--- config.mk ---
export PLATFORM = sky130hd
export DESIGN_NAME = seg7_scan_mux
export DESIGN_NICKNAME = d
export VERILOG_FILES = /design/src/rtl/seg7_scan_mux.sv
export SDC_FILE = /design/constraint.sdc
export NUM_CORES = 1
export LEC_CHECK = 0
export CORE_MARGIN = 2
export CORE_UTILIZATION = 39
export CTS_CLUSTER_DIAMETER = 30
export DETAILED_ROUTE_END_ITERATION = 8
export HOLD_SLACK_MARGIN = 0.06
export PLACE_DENSITY = 0.65
export SLEW_MARGIN = 20
export SYNTH_ARGS = -nofsm -noshare
export SYNTH_HDL_FRONTEND = slang
export SYNTH_SLANG_ARGS = --single-unit
export TNS_END_PERCENT = 30
--- constraint.sdc ---
create_clock -name clk -period 1.9 [get_ports clk]
set_input_delay 0.19 -clock clk [delete_from_list [all_inputs] [get_ports clk]]
set_output_delay 0.19 -clock clk [all_outputs]
set_load 0.05 [all_outputs]
--- src/rtl/seg7_scan_mux.sv ---
// Purpose: time-multiplexed scanner for a multi-digit 7-segment display. It feeds the hex decoder one nibble and one dp bit per digit slot and drives the one-hot digit enables.
// Latency: all outputs are decoded from registers. New data takes effect at the next frame boundary. blankLeadIn takes effect one cycle after it changes.
// Backpressure: none. loadIn is always accepted. The last load in a frame wins, and a load on the boundary edge is committed directly.
//
// Ports:
//   clk, rst     : clock (rising edge) and synchronous active-high reset
//   dataIn       : 4*DIGITS nibbles, digit 0 in [3:0] (rightmost)
//   dpMaskIn     : decimal point per digit, bit i = digit i
//   loadIn       : capture dataIn/dpMaskIn for the next frame
//   blankLeadIn  : enable leading-zero blanking (not frame-buffered)
//   valOut/dpOut : nibble and decimal point for the decoder
//   blankOut     : current digit is blanked
//   digitSel     : one-hot digit enable, zero during guard or blank
//   frameOut     : one-cycle pulse on the first cycle of each new frame
module seg7_scan_mux #(
    parameter int DIGITS = 4,
    parameter int DIV    = 1000,
    parameter int GUARD  = 2
) (
    input  logic                  clk,
    input  logic                  rst,
    input  logic [4*DIGITS-1:0]   dataIn,
    input  logic [DIGITS-1:0]     dpMaskIn,
    input  logic                  loadIn,
    input  logic                  blankLeadIn,
    output logic [3:0]            valOut,
    output logic                  dpOut,
    output logic                  blankOut,
    output logic [DIGITS-1:0]     digitSel,
    output logic                  frameOut
);

    localparam int CW = (DIV > 1) ? $clog2(DIV) : 1;
    localparam int IW = $clog2(DIGITS);
    localparam logic [CW-1:0] CNT_LAST = CW'(DIV - 1);
    localparam logic [IW-1:0] IDX_LAST = IW'(DIGITS - 1);
    localparam logic [CW-1:0] GUARD_C  = CW'(GUARD);

    // Scan position
    logic [CW-1:0]          cnt_q, cnt_d;
    logic [IW-1:0]          idx_q, idx_d;

    // Displayed (active) and pending (next-frame) buffers
    logic [4*DIGITS-1:0]    act_dat_q, act_dat_d;
    logic [DIGITS-1:0]      act_dp_q, act_dp_d;
    logic [4*DIGITS-1:0]    pend_dat_q, pend_dat_d;
    logic [DIGITS-1:0]      pend_dp_q, pend_dp_d;
    logic                   pend_vld_q, pend_vld_d;

    // Frame pulse, reset-hold flag, registered blanking enable
    logic                   frame_q, frame_d;
    logic                   hold_q, hold_d;
    logic                   blk_en_q, blk_en_d;

    logic                   boundary;

    // hold_q marks "reset in effect". The first edge with rst low only clears it,
    // so that edge starts cycle 0 with cnt and idx still at zero.
    assign boundary = !hold_q && (cnt_q == CNT_LAST) && (idx_q == IDX_LAST);

    always_comb begin
        cnt_d      = cnt_q;
        idx_d      = idx_q;
        act_dat_d  = act_dat_q;
        act_dp_d   = act_dp_q;
        pend_dat_d = pend_dat_q;
        pend_dp_d  = pend_dp_q;
        pend_vld_d = pend_vld_q;
        frame_d    = boundary;
        hold_d     = 1'b0;
        blk_en_d   = blankLeadIn;

        if (!hold_q) begin
            if (cnt_q == CNT_LAST) begin
                cnt_d = '0;
                idx_d = (idx_q == IDX_LAST) ? '0 : idx_q + IW'(1);
            end else begin
                cnt_d = cnt_q + CW'(1);
            end
        end

        if (boundary) begin
            // A load on the boundary edge itself is newer than anything pending.
            if (loadIn) begin
                act_dat_d = dataIn;
                act_dp_d  = dpMaskIn;
            end else if (pend_vld_q) begin
                act_dat_d = pend_dat_q;
                act_dp_d  = pend_dp_q;
            end
            pend_vld_d = 1'b0;
        end else if (loadIn) begin
            pend_dat_d = dataIn;
            pend_dp_d  = dpMaskIn;
            pend_vld_d = 1'b1;
        end
    end

    always_ff @(posedge clk) begin
        if (rst) begin
            cnt_q      <= '0;
            idx_q      <= '0;
            act_dat_q  <= '0;
            act_dp_q   <= '0;
            pend_dat_q <= '0;
            pend_dp_q  <= '0;
            pend_vld_q <= 1'b0;
            frame_q    <= 1'b0;
            hold_q     <= 1'b1;
            blk_en_q   <= 1'b0;
        end else begin
            cnt_q      <= cnt_d;
            idx_q      <= idx_d;
            act_dat_q  <= act_dat_d;
            act_dp_q   <= act_dp_d;
            pend_dat_q <= pend_dat_d;
            pend_dp_q  <= pend_dp_d;
            pend_vld_q <= pend_vld_d;
            frame_q    <= frame_d;
            hold_q     <= hold_d;
            blk_en_q   <= blk_en_d;
        end
    end

    // zero_from[i]: digits i..DIGITS-1 all have a zero nibble and no dp.
    logic [DIGITS:0]  zero_from;
    logic [3:0]       cur_nib;
    logic             cur_dp;
    logic             blank;

    always_comb begin
        zero_from         = '0;
        zero_from[DIGITS] = 1'b1;
        for (int i = DIGITS - 1; i >= 0; i--) begin
            zero_from[i] = zero_from[i+1] && (act_dat_q[4*i +: 4] == 4'h0) && !act_dp_q[i];
        end
    end

    always_comb begin
        cur_nib = 4'h0;
        cur_dp  = 1'b0;
        for (int i = 0; i < DIGITS; i++) begin
            if (idx_q == IW'(i)) begin
                cur_nib = act_dat_q[4*i +: 4];
                cur_dp  = act_dp_q[i];
            end
        end
    end

    // Digit 0 always shows, so a zero value still displays a single "0".
    assign blank = blk_en_q && (idx_q != '0) && zero_from[idx_q];

    assign valOut   = (hold_q || blank) ? 4'h0 : cur_nib;
    assign dpOut    = !hold_q && !blank && cur_dp;
    assign blankOut = !hold_q && blank;
    assign digitSel = (!hold_q && !blank && (cnt_q >= GUARD_C)) ? (DIGITS'(1) << idx_q) : '0;
    assign frameOut = frame_q;

endmodule

Word level (Yosys, flattened, before mapping)
Index checks and enable logic that the tools add are counted.
- register bits after elaboration: 56
- output and inout bits: 11
- equal/unequal tests: 4
- mux-type cells: 19
- $add $sub $neg: 2
- magnitude comparators: 2
- bitwise gates (word level): 2
- reductions and logical operators: 33
- shift operators: 1
- operators by type and width (operator ; count):
    $mux 16 ; 2
    $mux 4 ; 8
    $logic_not 4->1 ; 4
    $logic_and 1x1->1 ; 15
    $add 10x1->10 const B ; 1
    $eq 10x10->1 const B ; 1
    $ge 10x2->1 const B ; 1
    $mux 10 ; 1
    $logic_not 1->1 ; 6
    $mux 1 ; 6
    $reduce_and 2->1 ; 3
    $eq 2x2->1 const B ; 2
    $lt 2x4->1 const B ; 1
    $reduce_bool 2->1 ; 2
    $shl 1x2->4 const A ; 1
    $add 2x1->2 const B ; 1
    $bmux 1 s2 ; 1
    $eq 2x1->1 const B ; 1
    $logic_not 2->1 ; 1
    $mux 2 ; 1
    $not 1->1 ; 2
    $reduce_or 2->1 ; 1
    $logic_or 1x1->1 ; 1

Longest topological paths before layout
Gate-level depths: netlist of run 1.
- word-level depth: 15
- depth in mapped cells: 7

Least setup slack after synthesis of run 1
No wires, ideal clock.
- kind: reg2out
- start: register idx_q[1]
- end: output valOut[0]
- arrival time: 2461 ps
- required time: 1710 ps
- buffers on the path: 1
- path slack: -751 ps
- stages on the path, launching flop included: 8
- path through: dfxtp_1 > inv_1 > ha_1 > clkbuf_1 > nand3b_1 > a221oi_1 > a21oi_1 > a211oi_1
- cells in the longest elaborated chain, start to end: 6
- elaborated cells between the ends (all ways): 15
- RTL lines (what ; RTL line ; RTL):
    start: declaration ; 41 ; logic [IW-1:0] idx_q, idx_d;
    start signal: assignment ; 113 ; idx_q <= idx_d;
    $logic_not 2->1 ; 143 ; if (idx_q == IW'(i)) begin
    $mux 4 (4 in series) ; 143 ;
    $mux 4 * ; 153 ; assign valOut = (hold_q || blank) ? 4'h0 : cur_nib;
    end: declaration ; 26 ; output logic [3:0] valOut,
Every way passes the cells marked *; elsewhere a longest branch is shown, timed or not. The select of a mux whose other input is x is not followed.

Worst setup path in the final report of run 1
- start: register act_dat_q[6]
- end: output digitSel[3]
- cells in the longest elaborated chain, start to end: 12
- RTL lines (what ; RTL line ; RTL):
    start: declaration ; 44 ; logic [4*DIGITS-1:0] act_dat_q, act_dat_d;
    start signal: assignment ; 114 ; act_dat_q <= act_dat_d;
    $logic_not 4->1 * ; 135 ; zero_from[i] = zero_from[i+1] && (act_dat_q[4*i +: 4] == 4'h0) && !act_dp_q[i];
    $logic_and 1x1->1 * (2 in series) ; 135 ;
    $logic_and 1x1->1 (2 in series) ; 135 ;
    $bmux 1 s2 * ; 151 ; assign blank = blk_en_q && (idx_q != '0) && zero_from[idx_q];
    $mux 1 (implied by the code) * ; 151 ;
    $logic_and 1x1->1 * ; 151 ;
    $logic_not 1->1 * ; 156 ; assign digitSel = (!hold_q && !blank && (cnt_q >= GUARD_C)) ? (DIGITS'(1) << idx_q) : '0;
    $logic_and 1x1->1 * (2 in series) ; 156 ;
    $mux 4 * ; 156 ;
    end: declaration ; 29 ; output logic [DIGITS-1:0] digitSel,
Marked as above.

==> summary by stage, run 1 <==
STA
The peak clock frequency supported by timing is about 440 MHz. In this run the tightest slew margin relative to its limit is ~67%. Setup repair after global routing could not meet its margin everywhere. The worst path in the final design needs a cycle of 2.29 ns, including I/O delays and setup. The final number of setup-violating endpoints is 10. The hold violation count in the final report is 0. Across the routed clock network, the largest skew measured is just under 0.01 ns. The transition time of the tightest slew-check pin is approximately 0.5 ns. After layout, the worst setup slack is -0.391 ns. The total count of max-transition violations in the final report is 0. After layout, the worst path uses 121% of the clock period.

Critical path
In this run the critical register-to-register path is launched from idx_q[0]. In this run the worst setup path terminates at digitSel[3]. The data arrival time of the worst path is roughly 2.1 ns.

The largest single stage delay on the critical path is about 0.54 ns. The cell with the largest stage delay on the worst path is sky130_fd_sc_hd__or4_4. Measured in cells, the most critical reg-to-reg path has a length of 7. STA classifies the critical path endpoint as an output pin. The highest fanout seen on the critical path is 8.

The signal on the critical path passes through or4_4 -> o41ai_4 -> and3_4 -> buf_12 -> a211oi_2 -> buf_6. The capture point of the worst reg-to-reg path is act_dat_q[6]. The worst setup path is launched from a flop. The required time reported for the critical path endpoint is 1.71 ns. The slack of the worst reg-to-reg path is about 0.13 ns.

The origin of the worst setup path is act_dat_q[6]. The category of the most critical setup path is flop to output pin.

Synthesis
The cell count after synthesis is 287. Among all flip-flop cells after synthesis, the most frequent one is sky130_fd_sc_hd__dfxtp_1. The post-synthesis average cell area is about 9 µm².

The number of unique standard cell types used by synthesis is 35. The netlist area before placement is between 0.002 and 0.003 mm². Counting flops with a built-in enable in the synthesized netlist gives 0. The Yosys step of the flow raised 0 warnings. The flip-flop and latch count after synthesis is 56. The async set or reset register ratio after synthesis is 0%. The fraction of the yosys area taken by sequential cells is between 40% and 50%. The synthesized netlist net count is 317.

GRT
Global routing used ~17% of the available tracks. The overall overflow remaining after global route is 0. The first global-routing pass estimated roughly 9900 µm of wire.

Entering global routing, the biggest net connects between 40 and 50 pins. The number of global-route vias before repair is between 2k and 2.5k. The initial antenna violation count is 0.

Die
Measured along the x axis, the die boundary spans just under 90 µm. 35 I/O pins were placed. For this configuration, the core starts out at a cell density of 39.8%. The die extent in y is between 80 and 90 µm. The core region is between 0.006 and 0.007 mm².

The total number of placement rows is 30. The die covers around 0.0075 mm².

Placement
The congestion estimate from routability-driven global placement came to approximately 0.88. Detailed placement ended at an HPWL of 4230 µm. The quantity of I/O buffers inserted on ports is 34.

Routing
The final route contains between 2k and 2.5k vias. The number of nets with antenna violations after detailed routing is 0. The detailed-route wire length is approximately 5800 µm. The post-detailed-route via-to-cell ratio is 5.13. For this block, the initial DRC count from the detailed router was approximately 130.

After detailed routing, the number of remaining DRC violations is 0. After detailed routing, the average wire length per cell comes to approximately 14 µm. The pre-antenna-repair detailed-routing pass consisted of 4 iterations.

Cells and area
From synthesis to final layout, the design area changed by 33.6%. The filler cells instantiated in the layout total roughly 630. The number of antenna diodes in the final layout is 0.

In the final design database the tool counted ~370 nets. Of the cells placed in the final design, the portion with a size suffix greater than 1 is about a fifth. The utilization after layout is a little over half.

CTS
The post-CTS clock slew at the launch and capture registers of the worst setup and hold paths is 0.09 ns. The number of hold buffers added after CTS is 0. TritonCTS built the clock tree. The CTS H-tree depth is 2.

The maximum count of clock buffers along a single path is 2. The post-CTS repair timing setup buffer count is 0. The later pin in the worst-skew pair is clocked with a latency of about 0.31 ns. CTS saw 56 sinks. The root buffer cell chosen for the clock tree is sky130_fd_sc_hd__clkbuf_8. The clock buffer count from CTS is 5.

Power
The reported leakage power is about 1.3 nW. Total power for the finished layout comes to ~2.1 mW. The power per cell area is between 500 and 600 mW/mm². VDD sags by at most ~470 µV.

Hold path
The hold-critical path depth is 2. The launch point of the worst hold path is blankLeadIn. The path class of the tightest hold or removal check is primary input to flop.

Run status
The flow ran to the end, but the final reports show violations. The final reports fail on setup timing.

Flow run
The number of max-cap violations is 0.
==> Yosys cell counts, types with 2 or more instances <==
cell type	count	share of area [%]
sky130_fd_sc_hd__dfxtp_1	56	42
sky130_fd_sc_hd__a221oi_1	5	1.6
sky130_fd_sc_hd__buf_2	2	0.38
sky130_fd_sc_hd__nor4_1	3	0.71
sky130_fd_sc_hd__nor2_1	58	8.2
sky130_fd_sc_hd__clkbuf_1	13	1.8
sky130_fd_sc_hd__xor2_1	2	0.66
sky130_fd_sc_hd__ha_1	6	2.8
sky130_fd_sc_hd__nand3b_1	6	1.7
sky130_fd_sc_hd__a211oi_1	29	8.2
sky130_fd_sc_hd__nor3_1	7	1.3
sky130_fd_sc_hd__a21oi_1	12	2.3
sky130_fd_sc_hd__mux2i_1	42	16
sky130_fd_sc_hd__inv_1	9	1.3
sky130_fd_sc_hd__and3_1	2	0.47
sky130_fd_sc_hd__nand2_1	5	0.71
sky130_fd_sc_hd__buf_4	3	0.85
sky130_fd_sc_hd__nand3_1	2	0.38
sky130_fd_sc_hd__and3b_1	2	0.66
sky130_fd_sc_hd__xnor2_1	7	2.3
sky130_fd_sc_hd__nor2b_1	2	0.47
==> metal layers <==
metal | up-vias | share of wire [%] | global-route usage, % | wire, µm
met5 | - | 0 | 0 | 0
li1 | 1115 | - | - | -
met1 | 983 | 50 | 23.2 | 2870
met3 | 6 | 3.3 | 3.43 | 192
met2 | 37 | 45 | 25.7 | 2620
met4 | 0 | 1.4 | 5.54 | 81
==> sequential cells by signal, summed over array words and instances, names as in the netlist <==
signal,flops
hold_q,1
act_dp_q,4
cnt_q,10
act_dat_q,16
idx_q,2
frameOut,1
pend_dp_q,4
pend_vld_q,1
blk_en_q,1
pend_dat_q,16
==> logic make-up after synthesis <==
group	count (synthesis)	share of synthesized area, %
AND/OR/NAND/NOR	96	17.9
flip-flops	56	42.2
AO/OA/AOI/OAI	49	13.5
multiplexers	42	15.8
buffers and inverters	29	4.89
XOR/XNOR	9	2.96
adder cells (fa/ha/maj)	6	2.82
==> through the flow <==
stage | instance area [µm²] | hold slack [ns] | std cells | setup TNS (ns) | setup slack (ns)
6_report | 3550 | 0.438 | 417 | -3.50 | -0.391
5_1_grt | 3550 | 0.424 | 417 | -4.36 | -0.471
4_1_cts | 3540 | 0.422 | 417 | -3.63 | -0.402
3_5_place_dp | 3380 | 0.484 | 410 | -0.916 | -0.113
3_3_place_gp | 3380 | 0.474 | 410 | -0.518 | -0.0683
2_1_floorplan | 2750 | 0.218 | 287 | -0.666 | -0.164
==> final cells by class <==
type / count / area, µm² / share of cell area [%]
sequential: 56 / 1130 / 31.7
multi-input combinational: 202 / 1570 / 44.3
timing repair buffer: 63 / 638 / 18.0
inverter: 9 / 33.8 / 0.951
tap: 80 / 100 / 2.82
clock buffer: 5 / 68.8 / 1.94
clock inverter: 2 / 12.5 / 0.352
==> cell usage in the layout, fill, tap and decap left out, types with 2 or more instances in the layout <==
cell	synthesis	final
sky130_fd_sc_hd__dfxtp_1	56	52
sky130_fd_sc_hd__nor2_1	58	58
sky130_fd_sc_hd__nor3_1	7	7
sky130_fd_sc_hd__o31ai_4	0	2
sky130_fd_sc_hd__a211oi_1	29	21
sky130_fd_sc_hd__dfxtp_2	0	4
sky130_fd_sc_hd__ha_1	6	4
sky130_fd_sc_hd__nand3_1	2	2
sky130_fd_sc_hd__inv_1	9	9
sky130_fd_sc_hd__a221oi_1	5	5
sky130_fd_sc_hd__nand3b_1	6	6
sky130_fd_sc_hd__xnor2_1	7	7
sky130_fd_sc_hd__clkdlybuf4s50_1	0	24
sky130_fd_sc_hd__buf_6	1	8
sky130_fd_sc_hd__a21oi_1	12	12
sky130_fd_sc_hd__nor2b_1	2	2
sky130_fd_sc_hd__or4_4	1	2
sky130_fd_sc_hd__mux2i_1	42	42
sky130_fd_sc_hd__ha_2	0	2
sky130_fd_sc_hd__a211oi_4	0	7
sky130_fd_sc_hd__nand2_1	5	5
sky130_fd_sc_hd__xor2_1	2	2
sky130_fd_sc_hd__clkbuf_8	0	5
sky130_fd_sc_hd__buf_4	3	25
sky130_fd_sc_hd__nor4_1	3	3
sky130_fd_sc_hd__buf_12	0	6
==> what timing repair did <==
| action | CTS | global route |
|---|---|---|
| setup endpoints to repair | 12 | 16 |
| gates resized for setup | 16 | 3 |
| cloned | 0 | 0 |
| pin swaps | 6 | 6 |
| hold endpoints to repair | 0 | 0 |
==> power breakdown <==
group          leakage, nW  total, mW  switching [mW]  internal, mW
Combinational        0.841      0.231           0.111         0.120
Clock               0.0400      0.631           0.381         0.251
Sequential           0.458       1.22          0.0157          1.21
==> worst min-delay path by stage <==
stage                                end  slack [ns]
after CTS                       blk_en_q        0.42
after global placement     pend_dat_q[7]        0.47
after floorplan                   hold_q        0.22
final                           blk_en_q        0.44
after detailed placement  pend_dat_q[13]        0.48
after global routing            blk_en_q        0.42
==> critical path, delay by kind of cell, from the launching register on <==
| kind | cells | cell delay [ns] |
|---|---|---|
| AND/OR/NAND/NOR | 2 | 0.79 |
| flip-flops | 1 | 0.33 |
| buffers and inverters | 2 | 0.31 |
| AO/OA/AOI/OAI | 2 | 0.37 |
(Power assumes the default switching activity.)
==> run 2, diff against run 1 <==
--- a/config.mk
+++ b/config.mk
@@ -6,11 +6,11 @@
 export NUM_CORES = 1
 export LEC_CHECK = 0
 export CORE_MARGIN = 2
-export CORE_UTILIZATION = 39
+export CORE_UTILIZATION = 54
 export CTS_CLUSTER_DIAMETER = 30
 export DETAILED_ROUTE_END_ITERATION = 8
 export HOLD_SLACK_MARGIN = 0.06
-export PLACE_DENSITY = 0.65
+export PLACE_DENSITY = 0.83
 export SLEW_MARGIN = 20
 export SYNTH_ARGS = -nofsm -noshare
 export SYNTH_HDL_FRONTEND = slang
==> run 2 against run 1 <==
  * The flow still finishes with violations (setup timing)
  * Clock skew down 0.0011 ns
  * Via count up 8.7%
  * Power up 3.5%
  * Design area up 5.5%
  * Largest power group unchanged
  * Core utilization up 26 points
  * Cell count unchanged
  * Highest routed layer unchanged
  * Critical path depth down 1
  * Combinational power up 9%
  * Fmax up 0.26%
  * Largest cell class unchanged
  * Non-clock buffer count up 12
==> summary by stage, run 2 (same netlist as run 1, synthesis figures left out) <==
Critical path
Counting both buffers and inverters, the worst setup path holds a total of 1. For the worst setup path, the data arrival time is between 2 and 2.5 ns. The number of cells on the worst reg-to-reg path is 7. The endpoint type of the worst setup path is an output pin.

The critical path goes through or4_4 -> o41ai_2 -> and3_4 -> and3b_2 -> buf_12. The required time reported for the critical path endpoint is between 1.5 and 2 ns. The largest individual stage delay along the critical path comes from the cell sky130_fd_sc_hd__or4_4.

Along the worst path, the maximum fanout reaches 5. The critical path's largest stage delay is 0.53 ns. STA classifies the critical path startpoint as a flop. The critical path crosses 5 cells after its start point. The kind of cell with the highest combined delay along the critical path is simple AND/OR/NAND/NOR gates. The category of the most critical setup path is flop to output pin.

Hold path
The hold-critical path depth is 2. The min-delay analysis places its worst path in the category primary input to flop.

Placement
At the end of routability-driven placement, the weighted congestion stood at 0.870. After detailed placement, the total cell area comes to 0.00338 mm². The quantity of I/O buffers inserted on ports is 34. The cell total after placement is between 400 and 500. At the placement stage, the worst setup path has a slack of -0.129 ns. After legalization and detailed placement, the total HPWL measured approximately 4400 µm.

Power
Dividing total power by cell area gives a power density of about 580 mW/mm². The total power is ~2.2 mW. Summed over all cells, the static leakage comes to approximately 1.4 nW.

VDD sags by at most 591 µV.

Routing
The post-detailed-route via-to-cell ratio is ~5.6. For this block, the routed nets add up to about 6600 µm of wire. After detailed routing, the number of remaining DRC violations is 0. The detailed-route via count is between 2k and 2.5k. The post-detailed-route wirelength per cell is between 15 and 20 µm. The first-pass iteration count of the detailed router is 4. The initial detailed-routing violation count is 111. The number of nets with antenna violations after detailed routing is 0.

Run status
The flow ran to the end, but the final reports show violations. The checks that failed: setup timing.

Cells and area
The leading cell type in the layout, fill and taps excluded is sky130_fd_sc_hd__nor2_1. Of the cells placed in the final design, the portion with a size suffix greater than 1 is 28.9%. 0 antenna diodes ended up in the layout. The largest registers in the layout are act_dat_q x16, pend_dat_q x16, cnt_q x10.

The utilization after layout is about four fifths. In the layout the commonest cells are sky130_fd_sc_hd__nor2_1 (58), sky130_fd_sc_hd__dfxtp_1 (51), sky130_fd_sc_hd__mux2i_1 (42). The final layout contains roughly 380 nets.

Relative to the synthesized area, the layout overhead comes to 41.0%. After the flow finishes, the layout carries non-filler instances totaling between 400 and 500. The finished cells cover about 0.0037 mm². The layout filler cell count is approximately 300.

STA
The final number of setup-violating endpoints is 10. The clock arrives with roughly 0.0085 ns of skew. Counting I/O delays and the setup requirement, the final critical path takes between 2 and 2.5 ns. Timing would allow up to roughly 440 MHz. Across all setup checks in the final design, the least slack found is -0.385 ns. Setup repair after global routing could not meet its margin everywhere. The transition time of the tightest slew-check pin is approximately 0.5 ns. The hold violation count in the final report is 0. The total count of max-transition violations in the final report is 0.

The setup TNS after final layout is -3.41 ns. The final clock period utilization by the worst path is 120%. The worst hold-check slack is roughly 0.43 ns. The worst max-slew margin expressed relative to the limit is approximately two thirds.

CTS
The CTS H-tree depth is 2. The TritonCTS clock tree is yes. Clock-pin slew was measured on the worst setup and hold paths at approximately 0.10 ns. The later-pin clock latency in the skew report is 0.32 ns. The clock buffer count from CTS is 5. The clock passes through at most 2 buffers. The clock sink count is 56.

The number of hold buffers added after CTS is 0. The library cell used as clock root buffer is sky130_fd_sc_hd__clkbuf_8.

GRT
The number of global-route vias before repair is 2135. The wire length of the first global-routing pass is ~10000 µm. The largest net degree at the start of global routing is slightly above 40. The initial antenna violation count is 0. Global routing used between 20% and 30% of the available tracks. The overall overflow remaining after global route is 0.

Die
The die extent in y is ~74 µm. The width of the die is around 74 µm. The number of top-level pins is 35.

Row generation in the floorplan step produced 25 rows. The floorplan step defined a core boundary enclosing around 0.0047 mm². The area of the die is about 0.0055 mm². Once the floorplan was initialized, standard cells occupied between 50% and 60% of the core.

Flow run
The number of max-cap violations is 0.
==> run 2: cell types whose count changed in the layout (fill, tap and decap cells not counted), sizes merged <==
cell	change
clkbuf	+2
clkinvlp	-1
inv	+1
buf	+11
==> run 2: layout make-up <==
cell class,instances,area [µm²],area share (%)
Tap cell,67,83.8,2.24
Clock buffer,6,82.6,2.20
Multi-Input combinational cell,202,1650,43.9
Timing Repair Buffer,75,758,20.2
Sequential cell,56,1130,30.1
Clock inverter,2,13.8,0.367
Inverter,9,36.3,0.968
==> run 2: per-layer routing <==
layer / vias up / GRT usage [%] / routed length, µm
li1: 1141 / - / -
met1: 1117 / 30.6 / 2870
met2: 61 / 38.3 / 3400
met3: 9 / 4.88 / 282
met4: 0 / 7.47 / 91
met5: - / 0 / 0
==> run 2: worst reg2reg max path: stages, from the launching register on <==
cell	delay, ns
sky130_fd_sc_hd__dfxtp_2	0.41
sky130_fd_sc_hd__buf_4	0.13
sky130_fd_sc_hd__ha_1	0.22
sky130_fd_sc_hd__nand4bb_4	0.17
sky130_fd_sc_hd__o31ai_4	0.25
sky130_fd_sc_hd__buf_12	0.22
sky130_fd_sc_hd__mux2i_1	0.22
sky130_fd_sc_hd__nor2_1	0.05
==> run 2: repair_timing <==
item                                   4_1_cts  5_1_grt
pin swaps                                    4        7
buffers inserted                             0        6
gates cloned                                 0        1
gates resized for setup                     16       33
endpoints found under the hold margin        0        0
setup endpoints to repair                   18       47
==> run 2: where the power goes <==
group | leakage, nW | switching [mW] | total (mW) | internal, mW
sequential | 0.459 | 0.0170 | 1.22 | 1.21
combinational | 0.922 | 0.119 | 0.251 | 0.133
clock | 0.0516 | 0.383 | 0.681 | 0.299
total | 1.43 | 0.518 | 2.16 | 1.64
==> run 2: final timing paths <==
check	startpoint	to	slack, ns
worst max-delay path	act_dp_q[1]	blankOut	-0.39
worst min-delay path	blankLeadIn	blk_en_q	0.43
worst max register to register	idx_q[1]	pend_dp_q[2]	0.12
worst min register to register	pend_dat_q[14]	pend_dat_q[14]	0.50
==> run 3, diff against run 2 <==
--- a/config.mk
+++ b/config.mk
@@ -5,7 +5,6 @@
 export SDC_FILE = /design/constraint.sdc
 export NUM_CORES = 1
 export LEC_CHECK = 0
-export CORE_MARGIN = 2
 export CORE_UTILIZATION = 54
 export CTS_CLUSTER_DIAMETER = 30
 export DETAILED_ROUTE_END_ITERATION = 8
==> run 3 against run 2 <==
  * The run still ends with setup timing left
  * Fmax down 0.67%
  * Non-clock buffer count is 6 lower
  * Core utilization fell by 3.1 points
  * Cell count is 1.4% lower
  * Die area shrank 5.3%
  * Design area shrank 3.9%
  * Largest power group unchanged
==> summary by stage, run 3 (same netlist as run 1, synthesis figures left out) <==
Run status
The run finished, with violations left. The checks that failed: setup timing.

Cells and area
At the end of the flow the core is filled with cells to approximately three quarters. Excluding fillers, the count of instances in the completed layout stands at ~410. Summing all multi-input logic gate instances after layout gives 0.00159 mm². The library cell used most frequently in the layout, excluding fill and tap cells, is sky130_fd_sc_hd__nor2_1. In the final layout, the registers with the most flip-flops are act_dat_q x16, pend_dat_q x16, cnt_q x10. The repair_antennas step left the layout with diodes totalling 0. The fraction of layout instances using a drive strength above 1 is 25.3%.

The net count of the finished layout is between 300 and 400. In the layout the commonest cells are sky130_fd_sc_hd__nor2_1 (58), sky130_fd_sc_hd__dfxtp_1 (52), sky130_fd_sc_hd__mux2i_1 (42). Counting the fill cells in the layout gives between 300 and 400. The area overhead of the layout relative to synthesis is 35.4%. The register area is roughly 0.0011 mm².

Hold path
For hold timing, the worst endpoint is blk_en_q. The launch point of the worst hold path is blankLeadIn. The worst hold path belongs to the class primary input to flop. The worst hold path was traced through 2 stages.

Critical path
The worst setup path is captured at an output pin. Across all register-to-register paths, the minimum setup slack is roughly 0.14 ns. The data arrival time of the worst path is 2.11 ns. Along the worst path, the maximum fanout reaches 5. The critical path is of the flop to output pin type. Measured in cells, the most critical reg-to-reg path has a length of 6. The kind of start point of the critical path is a flop. The required time reported for the critical path endpoint is between 1.5 and 2 ns. The endpoint identified for the worst register-to-register timing path is act_dat_q[4]. The source of the worst register-to-register timing path is cnt_q[0].

CTS
CTS placed an instance of sky130_fd_sc_hd__clkbuf_8 at the clock tree root. The clock drives 56 sinks. The H-tree generated during clock tree synthesis spans 2 levels.

The later-pin clock latency in the skew report is approximately 0.32 ns. TritonCTS built the clock tree. The post-CTS clock slew at the launch and capture registers of the worst setup and hold paths is 0.09 ns. The clock buffer count from CTS is 5.

The maximum count of clock buffers along a single path is 2.

Routing
The number of nets with antenna violations after detailed routing is 0. Before antenna repair, the detailed router went through 4 iterations. The post-detailed-route wirelength per cell is 14.4 µm. The detailed-route via count is ~2.2k. Summed over all layers, the routed wires come to approximately 5900 µm.

Dividing the detail-routed via count by the number of cells gives between 5 and 6. For this run, design rule violations remaining after detail routing come to 0. The initial detailed-routing violation count is 94.

Placement
The quantity of I/O buffers inserted on ports is 34. Including well taps, the total number of placed cells is between 400 and 500. The placer's final routability congestion estimate is 0.840. The wire-length estimate of the detail-placed layout is between 4000 and 5000 µm.

GRT
In the global route stage, met3 resource usage came out at ~4.2%. After global routing, the most crowded layer is met2. The first global-routing pass estimated approximately 9900 µm of wire. The number of global-route vias before repair is between 2k and 2.5k. The global routing usage on met2 is a little over two fifths.

For met1 alone, demand over resource in global routing was between 30% and 40%. The largest net degree at the start of global routing is just over 40. The total overflow left after global routing is 0. The initial antenna violation count is 0. The global router's overall resource usage is about a quarter.

STA
The worst path setup slack after routing is -0.401 ns. Setup violations remaining at the end of the flow were counted as 10. The total count of max-transition violations in the final report is 0. The minimum period implied by the final worst setup slack is around 2.3 ns. The final worst clock skew is about 0.011 ns. The hold violation count in the final report was 0.

For the final routed database, the setup TNS stands at -3.59 ns. The worst max-slew margin expressed relative to the limit is just under 70%. Setup repair after global routing could not meet its margin everywhere.

On the final layout, the worst hold slack is about 0.44 ns. After layout, the worst path uses 121% of the clock period. The transition time of the tightest slew-check pin is about 0.49 ns.

The peak clock frequency supported by timing is between 400 and 500 MHz.

Die
The core region area is 0.00472 mm². The die extent in y is a little over 70 µm. The area of the die is around 0.0052 mm². The die is around 72 µm wide. During I/O placement, the number of pins put on the boundary was 35. The floorplan has 25 rows. Once the floorplan was initialized, standard cells occupied 56.3% of the core.

Flow run
The number of max-cap violations is 0.

Power
The largest vdd supply drop is around 590 µV. The power per cell area is around 590 mW/mm². Total power for the finished layout comes to 2.14 mW.

The reported leakage power is 1.37 nW.
==> run 3: cell types whose count changed in the layout (fill, tap and decap cells not counted), sizes merged <==
cell | previous run | this run
clkinvlp | 0 | 1
buf | 50 | 45
clkinv | 1 | 0
inv | 10 | 9
==> run 3: power by group <==
group / leakage (nW) / internal (mW) / switching (mW)
Sequential: 0.458 / 1.21 / 0.0163
Clock: 0.0445 / 0.297 / 0.386
Combinational: 0.863 / 0.120 / 0.113
==> run 3: stage by stage <==
step	setup slack (ns)	cell area, µm²
2_1_floorplan	-0.164	2750
3_3_place_gp	-0.0965	3390
3_5_place_dp	-0.138	3390
4_1_cts	-0.425	3540
5_1_grt	-0.475	3600
6_report	-0.401	3600
==> run 3: final cells by class <==
class                   count  share of cell area [%]
clock inverters             1                   0.208
multi-input cells         202                    44.1
flip-flops and latches     56                    31.3
clock buffers               7                    2.40
inverters                   9                   0.938
well taps                  67                    2.33
repair buffers             69                    18.7
==> run 3: worst max-delay path by stage <==
| stage | from | to | cells past startpoint |
|---|---|---|---|
| floorplan | act_dat_q[8] | blankOut | 3 |
| global placement | act_dat_q[8] | digitSel[1] | 7 |
| detailed placement | act_dat_q[8] | digitSel[2] | 7 |
| CTS | act_dp_q[1] | digitSel[2] | 7 |
| global route | act_dp_q[1] | digitSel[2] | 7 |
| finish | act_dp_q[1] | digitSel[2] | 7 |
==> run 3: per-layer routing <==
metal,share of wire [%],vias to the layer above
li1,-,1122
met1,47,1029
met2,49,53
met3,3.0,8
met4,1.5,0
met5,0,-
==> run 3: worst max-delay path, stage by stage, from the launching register on <==
cell and delay, ns:
sky130_fd_sc_hd__dfxtp_1 0.32, sky130_fd_sc_hd__or4_4 0.53, sky130_fd_sc_hd__o41ai_2 0.26, sky130_fd_sc_hd__and3_1 0.21, sky130_fd_sc_hd__buf_6 0.13, sky130_fd_sc_hd__buf_12 0.12, sky130_fd_sc_hd__a211oi_2 0.07, sky130_fd_sc_hd__buf_6 0.16
==> run 3: repair_timing <==
| item | 4_1_cts | 5_1_grt |
|---|---|---|
| setup endpoints to repair | 11 | 29 |
| cloned | 0 | 0 |
| pin swaps | 4 | 1 |
| setup buffers | 0 | 1 |
| hold buffers | 0 | 0 |
| resized for setup | 16 | 11 |
